## config.mk

```make
export PLATFORM = sky130hd
export DESIGN_NAME = univ_shift_reg
export DESIGN_NICKNAME = d
export VERILOG_FILES = /design/src/rtl/shift_pkg.sv /design/src/rtl/dff_bit.sv /design/src/rtl/univ_shift_reg.sv
export SDC_FILE = /design/constraint.sdc
export NUM_CORES = 1
export LEC_CHECK = 0
export CAP_MARGIN = 20
export CORE_ASPECT_RATIO = 0.9
export CORE_MARGIN = 3
export CORE_UTILIZATION = 41
export CTS_CLUSTER_SIZE = 40
export DETAILED_ROUTE_END_ITERATION = 8
export GPL_TIMING_DRIVEN = 0
export PLACE_DENSITY = 0.83
export SYNTH_ARGS = -nofsm -noshare
export SYNTH_HDL_FRONTEND = slang
export SYNTH_SLANG_ARGS = --single-unit
```

## constraint.sdc

```tcl
create_clock -name clk -period 1.61 [get_ports clk]
set_input_delay 0.161 -clock clk [delete_from_list [all_inputs] [get_ports clk]]
set_output_delay 0.161 -clock clk [all_outputs]
set_load 0.03 [all_outputs]
```

## src/rtl/shift_pkg.sv

```systemverilog
// rtl/shift_pkg.sv - mode encodings and helpers shared by the universal shift register
package shift_pkg;

    typedef enum logic [1:0] {
        MODE_HOLD = 2'b00,
        MODE_SHL  = 2'b01,
        MODE_SHR  = 2'b10,
        MODE_LOAD = 2'b11
    } mode_e;

    function automatic logic is_shift(input logic [1:0] m);
        return (m == MODE_SHL) || (m == MODE_SHR);
    endfunction

endpackage

```

## src/rtl/dff_bit.sv

```systemverilog
// rtl/dff_bit.sv - one register bit: 4:1 mode mux feeding a flop with async reset value
module dff_bit
    import shift_pkg::*;
(
    input  logic       clk,
    input  logic       rst_n,
    input  logic       rst_val,
    input  logic [1:0] sel,
    input  logic       shl_in,
    input  logic       shr_in,
    input  logic       load_in,
    output logic       q
);

    logic nxt;

    always_comb begin
        nxt = q;
        case (sel)
            MODE_SHL:  nxt = shl_in;
            MODE_SHR:  nxt = shr_in;
            MODE_LOAD: nxt = load_in;
            default:   nxt = q;
        endcase
    end

    always_ff @(posedge clk or negedge rst_n) begin
        if (!rst_n) begin
            q <= rst_val;
        end else begin
            q <= nxt;
        end
    end

endmodule

```

## src/rtl/univ_shift_reg.sv

```systemverilog
// rtl/univ_shift_reg.sv - universal shift register with serial out, shift counter and done pulse
module univ_shift_reg
    import shift_pkg::*;
#(
    parameter int               WIDTH     = 8,
    parameter logic [WIDTH-1:0] RESET_VAL = '0
) (
    input  logic                         clk,
    input  logic                         rst_n,
    input  logic                         en,
    input  logic [1:0]                   mode,
    input  logic [WIDTH-1:0]             d,
    input  logic                         sin_r,
    input  logic                         sin_l,
    output logic [WIDTH-1:0]             q,
    output logic [WIDTH-1:0]             qb,
    output logic                         sout,
    output logic [$clog2(WIDTH+1)-1:0]   cnt,
    output logic                         done
);

    localparam int               CNT_W    = $clog2(WIDTH + 1);
    localparam logic [CNT_W-1:0] CNT_MAX  = CNT_W'(WIDTH);
    localparam logic [CNT_W-1:0] CNT_LAST = CNT_W'(WIDTH - 1);

    logic [1:0] sel;
    logic       shift_en;
    logic       load_en;

    // Disabled cycles look like HOLD to every bit, so the bits never see en.
    assign sel      = en ? mode : 2'(MODE_HOLD);
    assign shift_en = is_shift(sel);
    assign load_en  = (sel == 2'(MODE_LOAD));

    for (genvar i = 0; i < WIDTH; i++) begin : g_bit
        logic shl_in;
        logic shr_in;

        if (i == 0) begin : g_lsb
            assign shl_in = sin_r;
        end else begin : g_shl
            assign shl_in = q[i-1];
        end

        if (i == WIDTH - 1) begin : g_msb
            assign shr_in = sin_l;
        end else begin : g_shr
            assign shr_in = q[i+1];
        end

        dff_bit u_bit (
            .clk     (clk),
            .rst_n   (rst_n),
            .rst_val (RESET_VAL[i]),
            .sel     (sel),
            .shl_in  (shl_in),
            .shr_in  (shr_in),
            .load_in (d[i]),
            .q       (q[i])
        );
    end

    assign qb = ~q;

    always_ff @(posedge clk or negedge rst_n) begin
        if (!rst_n) begin
            sout <= 1'b0;
        end else if (sel == 2'(MODE_SHL)) begin
            sout <= q[WIDTH-1];
        end else if (sel == 2'(MODE_SHR)) begin
            sout <= q[0];
        end else if (load_en) begin
            sout <= 1'b0;
        end
    end

    // done fires only on the shift that reaches WIDTH, never on saturated shifts.
    always_ff @(posedge clk or negedge rst_n) begin
        if (!rst_n) begin
            cnt  <= '0;
            done <= 1'b0;
        end else begin
            done <= shift_en && (cnt == CNT_LAST);
            if (load_en) begin
                cnt <= '0;
            end else if (shift_en && (cnt != CNT_MAX)) begin
                cnt <= cnt + 1'b1;
            end
        end
    end

endmodule

```

; ---- Word-level counts from Yosys, hierarchy flattened
; Index checks and enable logic that the tools add are counted.
[word_totals]
reg_bits = 14
[op_classes]
n_bitwise = 1
n_reduce_logical = 5
muxes = 14
eq_ne = 5
n_addsub = 1
[op_table]
columns = cell, n
row1 = 1-bit one-hot mux with 3 select lines, 8
row2 = 4-bit two-way mux, 2
row3 = 8-bit inverter, 1
row4 = 4-bit by 1-bit adder with 4-bit output (second input constant), 1
row5 = 2-bit equality test (second input constant), 2
row6 = 4-bit by 3-bit equality test with 1-bit output (second input constant), 1
row7 = 4-bit inequality test (second input constant), 1
row8 = 1-bit two-way mux, 3
row9 = 3-bit nonzero test, 1
row10 = 2-bit by 1-bit equality test with 1-bit output (second input constant), 1
row11 = 1-bit logical AND, 2
row12 = 2-bit two-way mux, 1
row13 = 2-bit nonzero test, 1
row14 = 1-bit logical OR, 1

; ---- Logic depth before layout (Yosys ltp)
; Gate-level depths: netlist of run 1.
[logic_depth]
ltp_word = 6
mapped_depth = 7
depth_no_buf = 6

; ---- Worst setup path before layout of run 1
; OpenSTA, ideal clock, no wires.
[synth_timing]
path_type = reg-to-reg
from = register cnt[0]
to = register cnt[0]
t_arrival_ps = 1352
n_path_buf = 0
setup_ps = 125
path_stages_with_launch = 6
path_slack_ps = 133
cell_sequence = dfrtp_1 > inv_1 > ha_1 > nand2_1 > o21a_1 > mux2_4
[synth_between]
elab_chain_len = 3
elab_cells_between_ends = 6
cone_classes = add/sub: 1 / eq/ne: 1 / mux: 2 / reduce/logical: 2
[synth_lines]
columns = element, line
row1 = "start, declared", univ_shift_reg.sv:18  ; output logic [$clog2(WIDTH+1)-1:0] cnt,
row2 = "start signal, assigned", univ_shift_reg.sv:87  ; cnt <= cnt + 1'b1;
row3 = 4-bit by 1-bit adder with 4-bit output or 4-bit inequality test (tied branches), "univ_shift_reg.sv:87, univ_shift_reg.sv:86"
row4 = 4-bit two-way mux or 1-bit logical AND (tied branches), univ_shift_reg.sv:86  ; end else if (shift_en && (cnt != CNT_MAX)) begin
row5 = 4-bit two-way mux or 2-bit nonzero test (tied branches), --
; Parallel ways exist; a longest one is shown, timed or not. The select of a mux whose other input is x is not followed.
; A chain may end at the register's enable or synchronous reset.

; ---- Worst setup path after layout of run 1
[layout_timing]
from = register cnt[0]
to = output port cnt[0]
; No word-level cell between the ends.

==> impl_metrics.env, run 1 <==
export IMPL_initial_core_util_pct=46.9
export IMPL_hold_violations=0
export IMPL_synth_edf_count=0
export IMPL_pre_cts_ws_ns=-0.466
export IMPL_fin_cells=157
export IMPL_io_pins=37
export IMPL_clk_path_buf_depth=2
export IMPL_dieHeight_microns=49.1
export IMPL_synth_top_cell_area_share_pct=41.4
export IMPL_drtIter0Drc=22
export IMPL_end_kind="primary output"
export IMPL_ant_nets=0
export IMPL_grt_use_total_pct=18.4
export IMPL_clkLatencyLatePin_ns=0.28
export IMPL_syn_inst=90
export IMPL_rows=14
export IMPL_critical_path_class="reg2out"
export IMPL_maxSlewHeadroom_pct=58.6
export IMPL_fin_nets=155
export IMPL_hpwl_mm=1.63
export IMPL_status="finished clean"
export IMPL_dieWidth_microns=53.9
export IMPL_drive_gt1_share_pct=17.3
export IMPL_synth_largest_area_cell="dfrtp_1"
export IMPL_syn_area_per_cell_sq_um=9.40
export IMPL_path_cells="clkdlybuf4s50_1"
export IMPL_n_antenna_cell=0
export IMPL_dp_cells=150
export IMPL_maxCapViolCount=0
export IMPL_setup_viol_count_final=0
export IMPL_cp_num_buf_inv=1
export IMPL_cts_sinks=14
export IMPL_ys_top_cells_by_area="dfrtp_1, ha_1, a221oi_1"
export IMPL_min_period_over_period_pct=98.5
export IMPL_syn_area_sq_um=846
export IMPL_hp_class="in2async"
export IMPL_synth_distinct_cells=21
export IMPL_power_density_nw_per_um2=1280
export IMPL_via_per_inst=5.34
export IMPL_synth_seq_cells=14
export IMPL_htreeDepth=1
export IMPL_drt_total_wl_mm=2.34
export IMPL_post_dp_cell_area_sq_um=1240
export IMPL_p_total_w=0.00168
export IMPL_io_buffers=36
export IMPL_syn_nets=111
export IMPL_setup_slack_ns=0.0242
export IMPL_stdcell_area_sq_um=1310
export IMPL_yosysMostFrequentCell="dfrtp_1"
export IMPL_leakage_nw=0.678
export IMPL_crit_family="buffers and inverters"
export IMPL_gp_routability_congestion=0.743
export IMPL_area_delta_synth_final_pct=54.6
export IMPL_route_detailed_wl_per_inst_microns=14.9
export IMPL_cp_slowest_cell="clkdlybuf4s50_1"
export IMPL_grt_overflow=0
export IMPL_synthArstFlopShare_pct=100
export IMPL_clockRootBuffer="clkbuf_4"
export IMPL_cts_clk_slew_worst_paths_ns=0.09
export IMPL_grt_antenna_before_repair=0
export IMPL_grt_max_degree=15
export IMPL_fin_crit_ns=1.59
export IMPL_synth_common_cells="dfrtp_1, inv_1, o21ai_0"
export IMPL_drcViolationCount=0
export IMPL_maxSlewViolCount=0
export IMPL_vdd_drop_max_mv=0.919
export IMPL_grt_pass1_wl_mm=3.70
export IMPL_tightest_slew_ns=0.619
export IMPL_fmax_mhz=631
export IMPL_cts_tree="yes"
export IMPL_cts_hold_buf=0
export IMPL_fin_skew_ns=0.00114
export IMPL_cp_required_ns=1.45
export IMPL_first_pass_iters=4
export IMPL_cts_made_buffers=3
export IMPL_seq_area_frac_synth_pct=41.4
export IMPL_num_vias=839
export IMPL_worst_ep_arrival_time_ns=1.42
export IMPL_synthFlopType="dfrtp_1"
export IMPL_start_kind="register"
export IMPL_grt_pass1_vias=841
export IMPL_rsz0062_at_grt="false"
export IMPL_cp_max_fo=5
export IMPL_slowest_delay_ns=0.71
export IMPL_fillers=150
export IMPL_yosysWarnings=0
export IMPL_die_area_sq_um=2640
export IMPL_fp_coreArea_sq_um=1800
[logic make-up (layout without fill, tap and decap cells)]
logic type / after synthesis / after routing / share of synthesized area [%]
adders and majority gates: 6 / 6 / 8.88
and+or+nand+nor: 15 / 15 / 9.47
buffers and inverters: 24 / 67 / 14.6
muxes: 2 / 2 / 2.96
xor gates and xnor gates: 1 / 1 / 1.04
DFF: 14 / 14 / 41.4
AOI/OAI and AO/OA: 28 / 28 / 21.6
[registers in the layout (all words and copies together) (netlist names)]
name and flops:
cnt 4, sout 1, done 1, g_bit.u_bit.q 8
[cells in the final DEF, fill, tap and decap left out]
master / n
nor2_1: 3
nand4_1: 1
xor2_1: 1
a21oi_1: 2
clkbuf_8: 1
dlymetal6s2s_1: 6
clkbuf_4: 3
o21ai_0: 9
inv_2: 1
nand2b_1: 2
a221oi_1: 8
and3b_1: 1
or3b_1: 1
nand2_1: 4
inv_1: 12
o22ai_1: 8
mux2_4: 1
buf_4: 12
o21a_1: 1
buf_2: 2
nand2_4: 1
dlygate4sd2_1: 12
mux2i_1: 1
ha_2: 1
ha_1: 5
clkdlybuf4s50_1: 18
dfrtp_1: 14
nor3b_1: 1
nand2_2: 1
[worst paths after layout]
check                                   start                            to  slack, ns  cells past startpoint
setup / recovery           cnt[0]$_DFFE_PN0P_                        cnt[0]       0.02                      1
hold / removal                          rst_n            cnt[1]$_DFFE_PN0P_       0.26                      1
setup reg to reg           cnt[0]$_DFFE_PN0P_            cnt[0]$_DFFE_PN0P_       0.19                      5
hold reg to reg            cnt[3]$_DFFE_PN0P_                done$_DFF_PN0_       0.53                      1
max in group asynchronous               rst_n  g_bit[4].u_bit.q$_DFFE_PN0P_       0.95                      1
min in group clk           cnt[3]$_DFFE_PN0P_                done$_DFF_PN0_       0.53                      1
[area by class of cell]
type | instances | area, sq um | share of cell area (%)
clock buffers | 4 | 36.3 | 2.78
plain buffers | 11 | 77.6 | 5.93
multi-input cells | 52 | 382 | 29.2
inverters | 13 | 48.8 | 3.73
flip-flops and latches | 14 | 350 | 26.8
well taps | 24 | 30.0 | 2.30
repair buffers | 39 | 383 | 29.3
[power by group]
| part | internal [W] | switching (W) |
|---|---|---|
| clock network | 0.000137 | 0.000121 |
| registers | 0.000444 | 0.000115 |
| logic | 0.000374 | 0.000485 |
| total | 0.000956 | 0.000720 |
[layer usage]
layer	track usage [%]	share of wire, %	wire length, microns	vias up
met5	0	0	0	-
met4	5.96	0	0	0
met3	4.89	7.8	184	0
met2	28.8	49	1160	38
met1	23.9	43	999	408
li1	-	-	-	393
[what timing repair did]
| item | CTS | global route |
|---|---|---|
| setup buffers | 0 | 3 |
| pin swaps | 0 | 1 |
| gates cloned | 0 | 0 |
| gates resized for setup | 15 | 8 |
| endpoints found under the setup margin | 22 | 13 |
[metrics by stage]
step / util [%] / TNS (ns) / hold slack, ns
floorplan: - / 0 / -0.135
global placement: 68.5 / -3.89 / 0.485
detailed placement: 68.5 / -4.44 / 0.504
CTS: 70.1 / 0 / 0.276
global route: 72.5 / 0 / 0.294
finish: 72.5 / 0 / 0.259
Power figures use the tool's default switching activity.
==> inputs of run 2 (changes only) <==
--- a/config.mk
+++ b/config.mk
@@ -9,7 +9,6 @@
 export CORE_ASPECT_RATIO = 0.9
 export CORE_MARGIN = 3
 export CORE_UTILIZATION = 41
-export CTS_CLUSTER_SIZE = 40
 export DETAILED_ROUTE_END_ITERATION = 8
 export GPL_TIMING_DRIVEN = 0
 export PLACE_DENSITY = 0.83
==> constraint.sdc (replaced) <==
create_clock -name clk -period 1.7 [get_ports clk]
set_input_delay 0.17 -clock clk [delete_from_list [all_inputs] [get_ports clk]]
set_output_delay 0.17 -clock clk [all_outputs]
set_load 0.03 [all_outputs]
==> impl_metrics.env, run 2 (synthesized netlist as in run 1, its figures left out) <==
export IMPL_vdd_drop_max_mv=0.866
export IMPL_power_density_nw_per_um2=1250
export IMPL_worst_ep_arrival_time_ns=1.84
export IMPL_io_pins=37
export IMPL_ant_nets=0
export IMPL_r2r_setup_slack_ns=0.29
export IMPL_grt_pass1_wl_mm=3.66
export IMPL_largest_register="g_bit.u_bit.q"
export IMPL_final_cell_mix="clkdlybuf4s50_1, dfrtp_1, inv_1"
export IMPL_critical_path_class="in2reg"
export IMPL_grt_antenna_before_repair=0
export IMPL_reg2reg_to="cnt[0]$_DFFE_PN0P_"
export IMPL_min_period_over_period_pct=98.2
export IMPL_rsz0062_at_grt="true"
export IMPL_fp_coreArea_sq_um=1800
export IMPL_start_kind="input port"
export IMPL_grt_use_total_pct=18.2
export IMPL_setup_viol_count_final=0
export IMPL_dp_cells=150
export IMPL_cts_made_buffers=3
export IMPL_tightest_slew_ns=0.615
export IMPL_hold_violations=0
export IMPL_power_frac_comb_pct=52.2
export IMPL_drcViolationCount=0
export IMPL_layout_commonest_cell="clkdlybuf4s50_1"
export IMPL_gp_routability_congestion=0.743
export IMPL_fmax_mhz=599
export IMPL_largest_reg_flops=8
export IMPL_cts_hold_buf=0
export IMPL_clkLatencyLatePin_ns=0.28
export IMPL_grt_overflow=0
export IMPL_cts_tree="yes"
export IMPL_status="finished clean"
export IMPL_grt_pass1_vias=838
export IMPL_num_vias=801
export IMPL_dieWidth_microns=53.9
export IMPL_fin_cells=154
export IMPL_p_seq_share_pct=32.7
export IMPL_cp_required_ns=1.87
export IMPL_first_pass_iters=4
export IMPL_hpwl_mm=1.63
export IMPL_cts_sinks=14
export IMPL_r2r_worst_path_cells=5
export IMPL_area_delta_synth_final_pct=53.3
export IMPL_switchingPower_w=0.000680
export IMPL_clockPowerShare_pct=15.1
export IMPL_cp_max_fo=11
export IMPL_drtIter0Drc=12
export IMPL_rr_startpoint="cnt[0]$_DFFE_PN0P_"
export IMPL_maxSlewHeadroom_pct=58.9
export IMPL_route_detailed_wl_per_inst_microns=14.3
export IMPL_post_route_util_pct=71.8
export IMPL_cts_clk_slew_worst_paths_ns=0.09
export IMPL_seqCellArea_sq_um=350
export IMPL_htreeDepth=1
export IMPL_clockRootBuffer="clkbuf_4"
export IMPL_via_per_inst=5.20
export IMPL_fillers=153
export IMPL_hp_class="in2async"
export IMPL_initial_core_util_pct=46.9
export IMPL_swShare_pct=41.9
export IMPL_maxCapViolCount=0
export IMPL_cts_setup_buffers=0
export IMPL_die_area_sq_um=2640
export IMPL_grt_max_degree=15
export IMPL_p_int_w=0.000942
export IMPL_clk_path_buf_depth=2
export IMPL_end_kind="register"
export IMPL_multi_input_area_sq_um=383
export IMPL_n_antenna_cell=0
export IMPL_leakage_nw=0.628
export IMPL_maxSlewViolCount=0
export IMPL_dieHeight_microns=49.1
export IMPL_drt_total_wl_mm=2.21
export IMPL_io_buffers=36
export IMPL_largest_registers="g_bit.u_bit.q x8, cnt x4"
export IMPL_fin_skew_ns=0.00189
export IMPL_drive_gt1_share_pct=14.6
export IMPL_fin_crit_ns=1.67
export IMPL_fin_nets=152
export IMPL_rows=14
run 2: cell types whose count changed in the layout (fill, tap and decap cells not counted), sizes merged:
cell	delta
clkdlybuf4s50	+14
dlygate4sd2	-12
buf	-4
dlymetal6s2s	-2
clkbuf	+1
run 2: how the worst max path moves through the flow:
stage | from | end | cells after the start
6_report | en | cnt[0]$_DFFE_PN0P_ | 7
3_5_place_dp | en | cnt[0]$_DFFE_PN0P_ | 7
4_1_cts | en | cnt[0]$_DFFE_PN0P_ | 7
2_1_floorplan | cnt[0]$_DFFE_PN0P_ | cnt[0]$_DFFE_PN0P_ | 5
5_1_grt | en | g_bit[6].u_bit.q$_DFFE_PN0P_ | 7
3_3_place_gp | en | cnt[0]$_DFFE_PN0P_ | 7
run 2: stage by stage:
stage	setup TNS [ns]	setup WS, ns	hold slack, ns	total power, W	area, sq um
after floorplan	0	0.223	-0.126	0.00103	846
after global placement	-2.87	-0.344	0.485	0.00136	1240
after detailed placement	-3.39	-0.385	0.504	0.00138	1240
after CTS	0	0.00609	0.285	0.00163	1270
after global routing	-0.0692	-0.0301	0.303	0.00173	1300
final	0	0.0298	0.268	0.00162	1300
run 2: layer usage:
metal  vias to the layer above  GRT usage [%]  share of wire (%)
li1                        388              -                  -
met1                       382           23.9                 44
met2                        31           28.2                 48
met3                         0           4.89                7.8
met4                         0           5.96                  0
met5                         -              0                  0
run 2: repair_timing:
item	in CTS	in global routing
cloned	0	0
gates resized for setup	1	7
pin swaps	0	0
endpoints found under the setup margin	7	10
run 2: critical path, cell delays in order:
cell and delay [ns]:
clkdlybuf4s50_1 0.53, nand2_4 0.13, inv_2 0.16, ha_1 0.27
clkbuf_4 0.26, nor2_1 0.06, mux2_4 0.26
run 2: power by group through the flow:
stage	Sequential (W)	Clock [W]	Combinational, W
CTS	0.000526	0.000248	0.000852
floorplan	0.000611	0	0.000420
global placement	0.000526	0	0.000832
finish	0.000531	0.000245	0.000846
global route	0.000547	0.000267	0.000913
detailed placement	0.000532	0	0.000848
run 2: layout make-up:
class | instances | share of cell area (%)
Buffer | 11 | 5.98
Clock buffer | 4 | 2.80
Inverter | 13 | 3.76
Multi-Input combinational cell | 52 | 29.5
Sequential cell | 14 | 27.0
Tap cell | 24 | 2.32
Timing Repair Buffer | 36 | 28.6
==> inputs of run 3 (changes only) <==
--- a/config.mk
+++ b/config.mk
@@ -7,11 +7,11 @@
 export LEC_CHECK = 0
 export CAP_MARGIN = 20
 export CORE_ASPECT_RATIO = 0.9
-export CORE_MARGIN = 3
+export CORE_MARGIN = 10
 export CORE_UTILIZATION = 41
 export DETAILED_ROUTE_END_ITERATION = 8
 export GPL_TIMING_DRIVEN = 0
-export PLACE_DENSITY = 0.83
+export PLACE_DENSITY_LB_ADDON = 0.2
 export SYNTH_ARGS = -nofsm -noshare
 export SYNTH_HDL_FRONTEND = slang
 export SYNTH_SLANG_ARGS = --single-unit
==> impl_metrics.env, run 3 (synthesized netlist as in run 1, its figures left out) <==
export IMPL_setup_viol_count_final=0
export IMPL_io_buffers=36
export IMPL_num_vias=815
export IMPL_tightest_slew_ns=0.677
export IMPL_first_pass_iters=4
export IMPL_cts_hold_buf=0
export IMPL_grt_use_total_pct=11.2
export IMPL_post_route_util_pct=68.5
export IMPL_status="finished clean"
export IMPL_ant_nets=0
export IMPL_fin_nets=155
export IMPL_dieWidth_microns=67.9
export IMPL_n_antenna_cell=0
export IMPL_power_density_nw_per_um2=1240
export IMPL_via_per_inst=5.16
export IMPL_cts_tree="yes"
export IMPL_htreeDepth=1
export IMPL_cp_required_ns=1.87
export IMPL_cts_clk_slew_worst_paths_ns=0.10
export IMPL_cp_max_fo=10
export IMPL_rr_startpoint="cnt[0]$_DFFE_PN0P_"
export IMPL_clockRootBuffer="clkbuf_4"
export IMPL_fmax_mhz=599
export IMPL_io_pins=37
export IMPL_reg2reg_to="cnt[0]$_DFFE_PN0P_"
export IMPL_layout_commonest_cell="clkdlybuf4s50_1"
export IMPL_worst_ep_arrival_time_ns=1.84
export IMPL_hpwl_mm=1.83
export IMPL_final_cell_mix="clkdlybuf4s50_1, dfrtp_1, inv_1, buf_4, o21ai_0"
export IMPL_post_dp_cell_area_sq_um=1240
export IMPL_hold_violations=0
export IMPL_fin_skew_ns=0.00639
export IMPL_stdcell_area_sq_um=1330
export IMPL_critical_path_class="in2reg"
export IMPL_grt_overflow=0
export IMPL_fp_coreArea_sq_um=1930
export IMPL_maxSlewHeadroom_pct=54.7
export IMPL_startpoint="en"
export IMPL_drive_gt1_share_pct=18.0
export IMPL_fillers=170
export IMPL_hp_class="in2async"
export IMPL_route_detailed_wl_per_inst_microns=16.1
export IMPL_cts_made_buffers=3
export IMPL_maxSlewViolCount=0
export IMPL_grt_pass1_vias=754
export IMPL_r2r_worst_path_cells=5
export IMPL_maxCapViolCount=0
export IMPL_initial_core_util_pct=43.8
export IMPL_r2r_setup_slack_ns=0.33
export IMPL_rows=15
export IMPL_fin_crit_ns=1.67
export IMPL_dieHeight_microns=63.1
export IMPL_area_delta_synth_final_pct=56.7
export IMPL_cts_sinks=14
export IMPL_leakage_nw=0.648
export IMPL_grt_pass1_wl_mm=3.82
export IMPL_largest_register="g_bit.u_bit.q"
export IMPL_largest_reg_flops=8
export IMPL_clkLatencyLatePin_ns=0.29
export IMPL_start_kind="input port"
export IMPL_gp_routability_congestion=0.828
export IMPL_grt_max_degree=15
export IMPL_drtIter0Drc=22
export IMPL_largest_registers="g_bit.u_bit.q x8, cnt x4"
export IMPL_die_area_sq_um=4280
export IMPL_end_kind="register"
export IMPL_clk_path_buf_depth=2
export IMPL_grt_antenna_before_repair=0
export IMPL_drt_total_wl_mm=2.55
export IMPL_vdd_drop_max_mv=0.976
export IMPL_hold_ws_ns=0.280
export IMPL_drcViolationCount=0
export IMPL_min_period_over_period_pct=98.2
run 3: cell types whose count changed in the layout (fill, tap and decap cells not counted), sizes merged:
cell	delta
buf	+5
clkbuf	-1
clkdlybuf4s50	-1
clkinvlp	+1
inv	-1
run 3: how the worst max path moves through the flow:
stage / endpoint / slack (ns) / cells past startpoint
3_3_place_gp: g_bit[7].u_bit.q$_DFFE_PN0P_ / -0.36 / 7
2_1_floorplan: cnt[0]$_DFFE_PN0P_ / 0.22 / 5
4_1_cts: q[7] / 0.008 / 2
6_report: g_bit[7].u_bit.q$_DFFE_PN0P_ / 0.03 / 7
5_1_grt: g_bit[7].u_bit.q$_DFFE_PN0P_ / -0.05 / 7
3_5_place_dp: cnt[0]$_DFFE_PN0P_ / -0.39 / 7
run 3: layout make-up:
class | instances | area [sq um] | area share, %
Timing Repair Buffer | 39 | 390 | 29.5
Buffer | 11 | 75.1 | 5.67
Clock buffer | 4 | 36.3 | 2.74
Sequential cell | 14 | 350 | 26.4
Tap cell | 25 | 31.3 | 2.36
Inverter | 13 | 52.6 | 3.97
Multi-Input combinational cell | 52 | 389 | 29.4
run 3: critical path: stages:
cell and delay, ns:
clkdlybuf4s50_1 0.46, nand2_4 0.12, clkinvlp_4 0.13, ha_1 0.26
buf_2 0.22, a221oi_1 0.35, o22ai_1 0.14
run 3: metrics by stage:
| stage | instances | setup WS (ns) | setup TNS (ns) | power, W |
|---|---|---|---|---|
| after global placement | 151 | -0.362 | -2.92 | 0.00137 |
| after floorplan | 90 | 0.223 | 0 | 0.00103 |
| after CTS | 157 | 0.00788 | 0 | 0.00165 |
| after global routing | 158 | -0.0499 | -0.0499 | 0.00173 |
| final | 158 | 0.0306 | 0 | 0.00164 |
| after detailed placement | 151 | -0.389 | -3.36 | 0.00139 |
run 3: metal layers:
layer | share of wire (%) | vias to the layer above | global-route usage [%]
li1 | - | 396 | -
met1 | 42 | 381 | 13.9
met2 | 47 | 33 | 16.7
met3 | 10 | 5 | 6.01
met4 | 0.86 | 0 | 2.26
met5 | 0 | - | 0
run 3: report_power, final:
group / switching (W) / leakage, nW / internal (W) / total (W)
Combinational: 0.000461 / 0.450 / 0.000394 / 0.000856
Sequential: 0.000108 / 0.177 / 0.000421 / 0.000529
Clock: 0.000122 / 0.0210 / 0.000131 / 0.000253
Total: 0.000692 / 0.648 / 0.000946 / 0.00164
run 3: repair_timing:
action	CTS	global route
buffers inserted	2	1
pin swaps	0	1
endpoints found under the setup margin	6	10
endpoints found under the hold margin	0	0
gates resized for setup	2	7
cloned	0	0
